## src/rtl/cpu_multicycle_if.sv

```systemverilog
// cpu_multicycle_if: instruction and data memory req/ack bus of cpu_multicycle
interface cpu_multicycle_if #(
  parameter int DATA_W = 16,
  parameter int ADDR_W = 16
);
  logic              imem_req;
  logic [ADDR_W-1:0] imem_addr;
  logic              imem_ack;
  logic [15:0]       imem_rdata;
  logic              dmem_req;
  logic              dmem_we;
  logic [ADDR_W-1:0] dmem_addr;
  logic [DATA_W-1:0] dmem_wdata;
  logic              dmem_ack;
  logic [DATA_W-1:0] dmem_rdata;
  modport master (
    output imem_req, imem_addr, input imem_ack, imem_rdata,
    output dmem_req, dmem_we, dmem_addr, dmem_wdata, input dmem_ack, dmem_rdata
  );
  modport slave (
    input imem_req, imem_addr, output imem_ack, imem_rdata,
    input dmem_req, dmem_we, dmem_addr, dmem_wdata, output dmem_ack, dmem_rdata
  );
endinterface

```

## src/rtl/cpu_multicycle.sv

```systemverilog
// cpu_multicycle: multicycle core for the 16-bit ISA with req/ack memory ports and HALT
module cpu_multicycle #(
  parameter int DATA_W   = 16,
  parameter int ADDR_W   = 16,
  parameter int CNT_W    = 32,
  parameter int RESET_PC = 0
) (
  input  logic              clk,
  input  logic              rst_n,
  cpu_multicycle_if.master  bus,
  output logic              halted_o,
  output logic              illegal_o,
  output logic [ADDR_W-1:0] pc_o,
  output logic [CNT_W-1:0]  retired_o
);
  localparam logic [2:0] S_FETCH  = 3'd0;
  localparam logic [2:0] S_DECODE = 3'd1;
  localparam logic [2:0] S_EXEC   = 3'd2;
  localparam logic [2:0] S_MEM    = 3'd3;
  localparam logic [2:0] S_WB     = 3'd4;
  localparam logic [2:0] S_HALT   = 3'd5;
  localparam int SH_W = $clog2(DATA_W);
  logic [2:0]        state_q, state_d;
  logic [ADDR_W-1:0] pc_q, pc_d, pc_inc, br_off, jaddr;
  logic [15:0]       ir_q;
  logic [DATA_W-1:0] a_q, b_q, res_q, simm, alu;
  logic [DATA_W-1:0] rf_q [8];
  logic [CNT_W-1:0]  retired_q;
  logic              illegal_q, retire, nop;
  logic [2:0]        op, wr_idx;
  assign op     = ir_q[15:13];
  assign nop    = op == 3'b000 && ir_q[3];
  assign simm   = DATA_W'($signed(ir_q[6:0]));
  assign br_off = ADDR_W'($signed(ir_q[6:0]));
  assign jaddr  = ADDR_W'(ir_q[12:0]);
  assign pc_inc = pc_q + 1'b1;
  assign wr_idx = op == 3'b000 ? ir_q[6:4] : ir_q[9:7];
  // addi/lw/sw share the immediate adder; R-type selects by func[2:0]
  assign alu = op != 3'b000      ? a_q + simm :
               ir_q[2:0] == 3'd0 ? a_q + b_q :
               ir_q[2:0] == 3'd1 ? a_q - b_q :
               ir_q[2:0] == 3'd2 ? a_q & b_q :
               ir_q[2:0] == 3'd3 ? a_q | b_q :
               ir_q[2:0] == 3'd4 ? a_q ^ b_q :
               ir_q[2:0] == 3'd5 ? a_q << b_q[SH_W-1:0] :
               ir_q[2:0] == 3'd6 ? a_q >> b_q[SH_W-1:0] :
               DATA_W'($signed(a_q) < $signed(b_q));
  assign bus.imem_req   = rst_n && state_q == S_FETCH;
  assign bus.imem_addr  = pc_q;
  assign bus.dmem_req   = rst_n && state_q == S_MEM;
  assign bus.dmem_we    = bus.dmem_req && op[0];
  assign bus.dmem_addr  = ADDR_W'(alu);
  assign bus.dmem_wdata = b_q;
  assign halted_o  = state_q == S_HALT;
  assign illegal_o = illegal_q;
  assign pc_o      = pc_q;
  assign retired_o = retired_q;
  // sequencing, PC update and retirement decided per state
  always_comb begin
    state_d = state_q;
    pc_d    = pc_q;
    retire  = 1'b0;
    case (state_q)
      S_FETCH:  state_d = bus.imem_ack ? S_DECODE : S_FETCH;
      S_DECODE: state_d = S_EXEC;
      S_EXEC: begin
        state_d = op[2:1] == 2'b11 ? S_HALT :
                  op[2:1] == 2'b01 ? S_MEM :
                  (op == 3'b000 && !nop) || op == 3'b001 ? S_WB : S_FETCH;
        retire  = op == 3'b100 || op == 3'b101 || op == 3'b110 || nop;
        pc_d    = op == 3'b100 ? (a_q == b_q ? pc_inc + br_off : pc_inc) :
                  op == 3'b101 ? jaddr : nop ? pc_inc : pc_q;
      end
      S_MEM: begin
        state_d = bus.dmem_ack ? (op[0] ? S_FETCH : S_WB) : S_MEM;
        retire  = bus.dmem_ack && op[0];
        pc_d    = retire ? pc_inc : pc_q;
      end
      S_WB: begin
        state_d = S_FETCH;
        retire  = 1'b1;
        pc_d    = pc_inc;
      end
      default: ;
    endcase
  end
  // architectural and pipeline-stage registers
  always_ff @(posedge clk) begin
    if (!rst_n) begin
      state_q   <= S_FETCH;
      pc_q      <= ADDR_W'(RESET_PC);
      ir_q      <= '0;
      a_q       <= '0;
      b_q       <= '0;
      res_q     <= '0;
      retired_q <= '0;
      illegal_q <= 1'b0;
      for (int i = 0; i < 8; i++) rf_q[i] <= '0;
    end else begin
      state_q <= state_d;
      pc_q    <= pc_d;
      if (state_q == S_FETCH && bus.imem_ack) ir_q <= bus.imem_rdata;
      if (state_q == S_DECODE) begin
        a_q <= rf_q[ir_q[12:10]];
        b_q <= rf_q[ir_q[9:7]];
      end
      if (state_q == S_EXEC) res_q <= alu;
      if (state_q == S_MEM && bus.dmem_ack) res_q <= bus.dmem_rdata;
      if (state_q == S_WB && wr_idx != 3'd0) rf_q[wr_idx] <= res_q;
      if (retire && !(&retired_q)) retired_q <= retired_q + 1'b1;
      if (state_q == S_EXEC && op == 3'b111) illegal_q <= 1'b1;
    end
  end
endmodule

```

## src/flat_wrapper.sv

```systemverilog
// flat-port wrapper written by rule: the top's interface ports become plain ports
module cpu_multicycle_flat 
#(
  parameter int DATA_W   = 16,
  parameter int ADDR_W   = 16,
  parameter int CNT_W    = 32,
  parameter int RESET_PC = 0
)
  (clk, rst_n, halted_o, illegal_o, pc_o, retired_o, bus_imem_req, bus_imem_addr, bus_imem_ack, bus_imem_rdata, bus_dmem_req, bus_dmem_we, bus_dmem_addr, bus_dmem_wdata, bus_dmem_ack, bus_dmem_rdata);
  cpu_multicycle_if #(.DATA_W(DATA_W), .ADDR_W(ADDR_W)) bus_i ();
  input  logic clk;
  input  logic rst_n;
  output logic halted_o;
  output logic illegal_o;
  output logic [ADDR_W-1:0] pc_o;
  output logic [CNT_W-1:0] retired_o;
  output wire logic [$bits(bus_i.imem_req)-1:0] bus_imem_req;
  output wire logic [$bits(bus_i.imem_addr)-1:0] bus_imem_addr;
  input wire logic [$bits(bus_i.imem_ack)-1:0] bus_imem_ack;
  input wire logic [$bits(bus_i.imem_rdata)-1:0] bus_imem_rdata;
  output wire logic [$bits(bus_i.dmem_req)-1:0] bus_dmem_req;
  output wire logic [$bits(bus_i.dmem_we)-1:0] bus_dmem_we;
  output wire logic [$bits(bus_i.dmem_addr)-1:0] bus_dmem_addr;
  output wire logic [$bits(bus_i.dmem_wdata)-1:0] bus_dmem_wdata;
  input wire logic [$bits(bus_i.dmem_ack)-1:0] bus_dmem_ack;
  input wire logic [$bits(bus_i.dmem_rdata)-1:0] bus_dmem_rdata;
  assign bus_imem_req = bus_i.imem_req;
  assign bus_imem_addr = bus_i.imem_addr;
  assign bus_i.imem_ack = bus_imem_ack;
  assign bus_i.imem_rdata = bus_imem_rdata;
  assign bus_dmem_req = bus_i.dmem_req;
  assign bus_dmem_we = bus_i.dmem_we;
  assign bus_dmem_addr = bus_i.dmem_addr;
  assign bus_dmem_wdata = bus_i.dmem_wdata;
  assign bus_i.dmem_ack = bus_dmem_ack;
  assign bus_i.dmem_rdata = bus_dmem_rdata;
  cpu_multicycle #(.DATA_W(DATA_W), .ADDR_W(ADDR_W), .CNT_W(CNT_W), .RESET_PC(RESET_PC)) u_core (.clk(clk), .rst_n(rst_n), .bus(bus_i), .halted_o(halted_o), .illegal_o(illegal_o), .pc_o(pc_o), .retired_o(retired_o));
endmodule
```

## config.mk

```make
export PLATFORM = sky130hd
export DESIGN_NAME = cpu_multicycle_flat
export DESIGN_NICKNAME = d
export VERILOG_FILES = /design/src/rtl/cpu_multicycle_if.sv /design/src/rtl/cpu_multicycle.sv /design/src/flat_wrapper.sv
export SDC_FILE = /design/constraint.sdc
export NUM_CORES = 1
export LEC_CHECK = 0
export BUFFER_PORTS_ARGS = -buffer_cell sky130_fd_sc_hd__buf_2
export CORE_UTILIZATION = 55
export DETAILED_ROUTE_END_ITERATION = 6
export PLACE_DENSITY = 0.8
export SYNTH_ARGS = -nofsm -noshare
export SYNTH_HDL_FRONTEND = slang
export SYNTH_SLANG_ARGS = --single-unit
```

## constraint.sdc

```tcl
create_clock -name clk -period 3.6 [get_ports clk]
set_input_delay 0 -clock clk [delete_from_list [all_inputs] [get_ports clk]]
set_output_delay 0 -clock clk [all_outputs]
set_load 0.01 [all_outputs]
```

==> results of run 1 <==
timing repair:
| item | in CTS | in global routing |
|---|---|---|
| hold buffers | 33 | 0 |
| hold endpoints to repair | 33 | 0 |
| cloned | 0 | 0 |
| pin swaps | 0 | 5 |
| buffers inserted | 0 | 2 |
| gates resized for setup | 8 | 28 |
| setup endpoints to repair | 8 | 14 |
worst paths after layout:
kind,startpoint,end,depth (start not counted)
worst max-delay path,u_core.bus.dmem_wdata[10]$_SDFFE_PN0P_,bus_dmem_addr[14],11
worst min-delay path,rst_n,u_core.res_q[12]$_SDFFE_PN0P_,3
worst max register to register,u_core.bus.imem_addr[1]$_SDFFE_PN0P_,u_core.bus.imem_addr[15]$_SDFFE_PN0P_,14
worst min register to register,u_core.illegal_o$_SDFFE_PN0P_,u_core.illegal_o$_SDFFE_PN0P_,2
worst reg2reg max path: cells and delay by family, from the launching register on:
family,cells,cell delay [ns]
AO/OA/AOI/OAI,4,0.78
XOR/XNOR,2,0.39
adder cells (fa/ha/maj),2,0.55
flip-flops,1,0.37
AND/OR/NAND/NOR,6,1.21
layout by cell type (no fill, tap or decap), drive strengths merged, types with 7 or more instances in the layout:
master / n
a211oi: 49
a21o: 9
a21oi: 115
a221oi: 14
a22oi: 23
a31oi: 12
and2: 129
and3: 29
buf: 243
clkbuf: 31
clkinv: 12
conb: 16
dfxtp: 116
dlygate4sd3: 33
edfxtp: 128
ha: 81
inv: 69
mux2: 10
mux2i: 53
mux4: 83
nand2: 115
nand2b: 12
nand3: 43
nand4: 11
nor2: 166
nor2b: 12
nor3: 43
o211ai: 14
o21a: 7
o21ai: 108
o21bai: 9
o221ai: 11
o22ai: 12
o31ai: 12
or3: 19
xnor2: 45
xor2: 22
routing by layer:
layer  global-route usage, %  wire (microns)  share of wire, %  vias up
met5                       0               0                 0        -
met4                   15.38            2806               4.6        0
met3                   7.680            7050                12      206
met1                   50.23           23450                38     7892
met2                   58.71           27870                46     1075
li1                        -               -                 -     7153
state kept, by name, summed over array words and instances, names as in the netlist:
| name | cells |
|---|---|
| u_core.bus.imem_addr | 16 |
| u_core.state_q | 3 |
| u_core.bus.dmem_wdata | 16 |
| u_core.rf_q | 128 |
| u_core.a_q | 16 |
| u_core.ir_q | 16 |
| u_core.retired_o | 32 |
| u_core.res_q | 16 |
| u_core.illegal_o | 1 |
where the power goes:
| part | leakage, nW | internal, mW | switching (mW) |
|---|---|---|---|
| Combinational | 5.13 | 1.09 | 1.69 |
| Sequential | 2.26 | 3.06 | 0.193 |
| Clock | 0.425 | 1.62 | 1.17 |
| Total | 7.82 | 5.78 | 3.06 |
cell type report:
cell class	instances	area [sq um]	area share [%]
clock inverters	17	205.2	1.014
well taps	396	495.5	2.448
flip-flops and latches	244	6177	30.52
clock buffers	31	669.4	3.307
repair buffers	276	1863	9.204
inverters	69	261.5	1.292
multi-input cells	1393	10570	52.22
logic make-up after synthesis:
group           count (synthesis)  share of synthesized area [%]
other cells                     1                        0.02150
mux                           146                          14.41
buf+inv                       205                          5.080
fa+ha+maj                      85                          6.271
xor+xnor                       67                          3.365
flops                         244                          35.36
simple gates                  612                          17.84
compound gates                467                          17.66
through the flow:
step	cell area, sq um	utilization, %
5_1_grt	20240	65.49
2_1_floorplan	17500	-
4_1_cts	20120	65.08
3_3_place_gp	18890	61.12
3_5_place_dp	18890	61.12
6_report	20240	65.49
==> out/metrics.yaml, run 1 <==
ys_seq_area_share_pct: 35.36
wl_per_cell_microns: 25.22
skew_ns: 0.03216
pwr_density_cell_nw_per_um2: 436.4
fin_nets: 2131
root_buffer: "clkbuf_16"
slowest_delay_ns: 0.42
nFillCells: 2386
drtIter0Drc: 2196
instances_no_fill: 2426
antenna_cells: 0
grt_use_total_pct: 37.27
via_per_inst: 6.730
drtAntennaViolNets: 0
path_cells: "inv_1 -> ha_1 -> nor3_1 -> and2_1 -> o211a_1 -> or2_1 -> a211o_1 -> a311oi_1 -> o21ai_1 -> and2_1 -> buf_2"
synthCells: 1827
hold_viol_final: 0
cp_num_buf_inv: 2
reg2reg_slack_ns: 0.23
timing.final.crit_period_ns: 3.601
drtPass1Iterations: 6
drive_above_1_share_pct: 21.53
status: "finished with violations"
dieArea_sq_um: 32420
cts.path.max_buffers: 3
worst_hold_slack_ns: 0.04324
fin_crit_sh_pct: 100.0
place.gp.congestion: 1.029
setup_ws_ns: -0.0009337
drv_slew: 0
wirelength_microns: 61180
rows: 64
hp-class: "primary input to flip-flop"
tritoncts: "built"
crit_fanout: 6
clk_latency_ns: 0.56
clk_pin_slew_ns: 0.06
setup-tns-final_ns: -0.0009337
end_kind: "primary output"
die_w_microns: 180.1
synth_cell_type_count: 87
start_kind: "flip-flop"
io_pins: 137
dp_cells: 2343
yosys-top-cells-count: "nor2_1, and2_1, edfxtp_1"
p_leak_nw: 7.816
htreeDepth: 1
vias: 16330
synthToLayoutAreaGrowth_pct: 16.07
cpMostUsedCell: "and2_1"
synth-edff-count: 128
ys_ff_latch: 244
async_flop_share_pct: 0
yosysTopAreaCellShare_pct: 22.04
avgSynthCellArea_sq_um: 9.545
syn_area_sq_um: 17440
cts.sinks: 244
pre_cts_ws_ns: 0.08357
antenna_found_initial: 0
slew_headroom_pct: 35.46
yosys.area.top_type: "edfxtp_1"
ys_top_cells_by_area: "edfxtp_1, dfxtp_1, mux4_2, ha_1, and2_1"
worst_pin_slew_ns: 0.9646
start_util_pct: 56.42
crit_required_ns: 3.60
arrival_ns: 3.60
port_buffers: 136
violations: "negative setup slack"
cp_top_family: "simple AND/OR/NAND/NOR gates"
yosysWarnings: 0
drv_cap: 0
grt.overflow.total: 0
yosysMostFrequentCell: "nor2_1"
fmax_mhz: 277.7
peakVddDrop_mv: 0.4175
critPathKind: "flip-flop to primary output"
cts_buffers: 26
grt_pass1_wl_microns: 93870
coreArea_sq_um: 30910
synth_ff_type: "edfxtp_1"
rsz0062_at_grt: "yes"
dp_hpwl_microns: 44010
grt_max_degree: 51
drcViolationCount: 0
power.total_mw: 8.834
grt_pass1_vias: 15870
finalSetupViolations: 1
cpMaxStageDelayCell: "nor3_1"
die_h_microns: 180.1
Note: power is estimated with default switching activity, not from simulation.
==> inputs of run 2 (changes only) <==
Settings changed: PLACE_DENSITY 0.8 to default, PLACE_DENSITY_LB_ADDON from default to 0.1, SKIP_CTS_REPAIR_TIMING from default to 1.
==> run 2 against run 1 <==
Against the previous run: the run ends with design-rule violations left; setup slack improved by 0.025 ns; non-clock buffer count decreased by 6; wire length shrank 3.7%; sequential share of layout area fell by 0.18 points; sequential power is 1% lower; largest power group unchanged.
==> out/metrics.yaml, run 2 (synthesized netlist as in run 1, its figures left out) <==
critPathKind: "flip-flop to primary output"  # unchanged
place.gp.congestion: 1.019  # was 1.029
drtAntennaViolNets: 0  # unchanged
drtPass1Iterations: 7  # was 6
grt_pass1_wl_microns: 88620  # was 93870 microns
worst_pin_slew_ns: 1.018  # was 0.9646 ns
cpMaxStageDelayCell: "mux2i_2"  # was nor3_1
nFillCells: 2549  # was 2386
hold_path_depth: 3  # unchanged
drv_cap: 0  # unchanged
end_kind: "primary output"  # unchanged
grt.overflow.total: 0  # unchanged
arrival_ns: 3.58  # was 3.60 ns
wirelength_microns: 58900  # was 61180 microns
clk_pin_slew_ns: 0.06  # about the same
hold_viol_final: 0  # unchanged
path_cells: "buf_6 -> and2b_1 -> nand3_1 -> a211oi_1 -> nor3_1 -> o21ai_0 -> o2111ai_1 -> mux2i_2 -> buf_2"  # was inv_1 -> ha_1 -> nor3_1 -> and2_1 -> o211a_1 -> or2_1 -> a211o_1 -> a311oi_1 -> o21ai_1 -> and2_1 -> buf_2
dp_hpwl_microns: 42530  # was 44010 microns
wl_per_cell_microns: 24.29  # was 25.22 microns
hp-start: "bus_dmem_rdata[10]"  # was rst_n
r2r-start: "u_core.bus.imem_addr[1]$_SDFFE_PN0P_"  # unchanged
port_buffers: 136  # unchanged
io_pins: 137  # unchanged
multiInputGateArea_sq_um: 10660  # was 10570 sq um
timing.final.crit_period_ns: 3.576  # was 3.601 ns
pwr_density_cell_nw_per_um2: 436.9  # was 436.4 nW/um^2
root_buffer: "clkbuf_16"  # unchanged
vias: 15730  # was 16330
peakVddDrop_mv: 0.4109  # was 0.4175 mV
start_util_pct: 56.42  # unchanged
reg2reg_slack_ns: 0.22  # was 0.23 ns
drcViolationCount: 12  # was 0
htreeDepth: 1  # unchanged
layout_commonest_cell: "nor2_1"  # unchanged
die_h_microns: 180.1  # unchanged
min_to: "u_core.res_q[10]$_SDFFE_PN0P_"  # was u_core.res_q[12]$_SDFFE_PN0P_
rows: 64  # unchanged
crit_fanout: 25  # was 6
drive_above_1_share_pct: 22.44  # was 21.53%
synthToLayoutAreaGrowth_pct: 16.81  # was 16.07%
dieArea_sq_um: 32420  # unchanged
reg2reg_to: "u_core.bus.imem_addr[15]$_SDFFE_PN0P_"  # unchanged
worstRegToRegCells: 14  # unchanged
die_w_microns: 180.1  # unchanged
postLayoutCoreUtil_pct: 65.90  # was 65.49%
via_per_inst: 6.485  # was 6.730
regArea_sq_um: 6180  # was 6177 sq um
drtIter0Drc: 1489  # was 2196
tritoncts: "built"  # unchanged
setup-tns-final_ns: 0  # was -0.0009337 ns
antenna_found_initial: 1  # was 0
grt_use_total_pct: 35.62  # was 37.27%
fin_crit_sh_pct: 99.33  # was 100.0%
p_leak_nw: 7.847  # was 7.816 nW
violations: "design-rule violations"  # was negative setup slack
largest-register: "u_core.rf_q"  # unchanged
rsz0062_at_grt: "yes"  # unchanged
cts_buffers: 28  # was 26
fmax_mhz: 279.7  # was 277.7 MHz
slew_headroom_pct: 32.02  # was 35.46%
start_kind: "flip-flop"  # unchanged
cts.path.max_buffers: 3  # unchanged
largest_reg_flops: 128  # unchanged
status: "finished with violations"  # unchanged
drv_slew: 0  # unchanged
finalSetupViolations: 0  # was 1
cts.sinks: 244  # unchanged
grt_max_degree: 86  # was 51
crit_required_ns: 3.60  # about the same
slowest_delay_ns: 0.42  # about the same
coreArea_sq_um: 30910  # unchanged
fin_nets: 2127  # was 2131
grt_pass1_vias: 14800  # was 15870
final_cell_mix: "nor2_1, buf_2, and2_1"  # unchanged
skew_ns: 0.04496  # was 0.03216 ns
clk_latency_ns: 0.57  # was 0.56 ns
hp-class: "primary input to flip-flop"  # unchanged
==> run 2: power breakdown <==
part           switching (mW)  internal [mW]
sequential              0.161           3.06
combinational            1.70           1.11
clock                    1.19           1.67
==> run 2: final cells by class <==
class | count | area share, %
antenna | 1 | 0.01228
clock buffer | 30 | 3.526
clock inverter | 22 | 1.026
inverter | 69 | 1.284
multi-input combinational | 1393 | 52.31
sequential | 244 | 30.34
tap | 396 | 2.432
timing repair buffer | 270 | 9.072
==> run 2: worst max-delay path, delay by kind of cell (launching register included) <==
kind | cells | cell delay (ns)
multiplexers | 1 | 0.42
flip-flops | 1 | 0.36
buffers and inverters | 2 | 0.39
AO/OA/AOI/OAI | 3 | 0.94
AND/OR/NAND/NOR | 3 | 0.88
==> run 2: through the flow <==
stage | power (mW) | hold WS, ns | cells | worst slack (ns) | area [sq um]
4_1_cts | 8.727 | -0.3417 | 2389 | -0.1578 | 19820
3_3_place_gp | 5.854 | 0.2481 | 2337 | 0.1506 | 18890
5_1_grt | 9.235 | 0.06824 | 2425 | -0.03026 | 20370
6_report | 8.900 | 0.05327 | 2425 | 0.02426 | 20370
3_5_place_dp | 5.885 | 0.2455 | 2337 | 0.03896 | 18890
2_1_floorplan | 4.911 | 0.1334 | 1842 | 0.1739 | 17500
==> run 2: worst max-delay path by stage <==
stage                                          start                                     to  slack, ns  cells after the start
3_5_place_dp    u_core.bus.imem_addr[1]$_SDFFE_PN0P_  u_core.bus.imem_addr[15]$_SDFFE_PN0P_       0.04                     14
2_1_floorplan  u_core.bus.dmem_wdata[1]$_SDFFE_PN0P_           u_core.res_q[8]$_SDFFE_PN0P_       0.17                     14
4_1_cts        u_core.bus.dmem_wdata[4]$_SDFFE_PN0P_                      bus_dmem_addr[11]      -0.16                     12
6_report                 u_core.ir_q[0]$_SDFFE_PN0P_                       bus_dmem_addr[6]       0.02                      9
3_3_place_gp    u_core.bus.imem_addr[1]$_SDFFE_PN0P_  u_core.bus.imem_addr[15]$_SDFFE_PN0P_       0.15                     14
5_1_grt        u_core.bus.dmem_wdata[4]$_SDFFE_PN0P_                      bus_dmem_addr[15]      -0.03                     13
==> run 2: layer usage <==
| metal | track usage (%) | up-vias | part of all wire (%) |
|---|---|---|---|
| met3 | 7.720 | 125 | 8.7 |
| li1 | - | 7160 | - |
| met1 | 48.91 | 7712 | 43 |
| met5 | 0 | - | 0 |
| met2 | 55.74 | 730 | 45 |
| met4 | 12.58 | 0 | 3.4 |
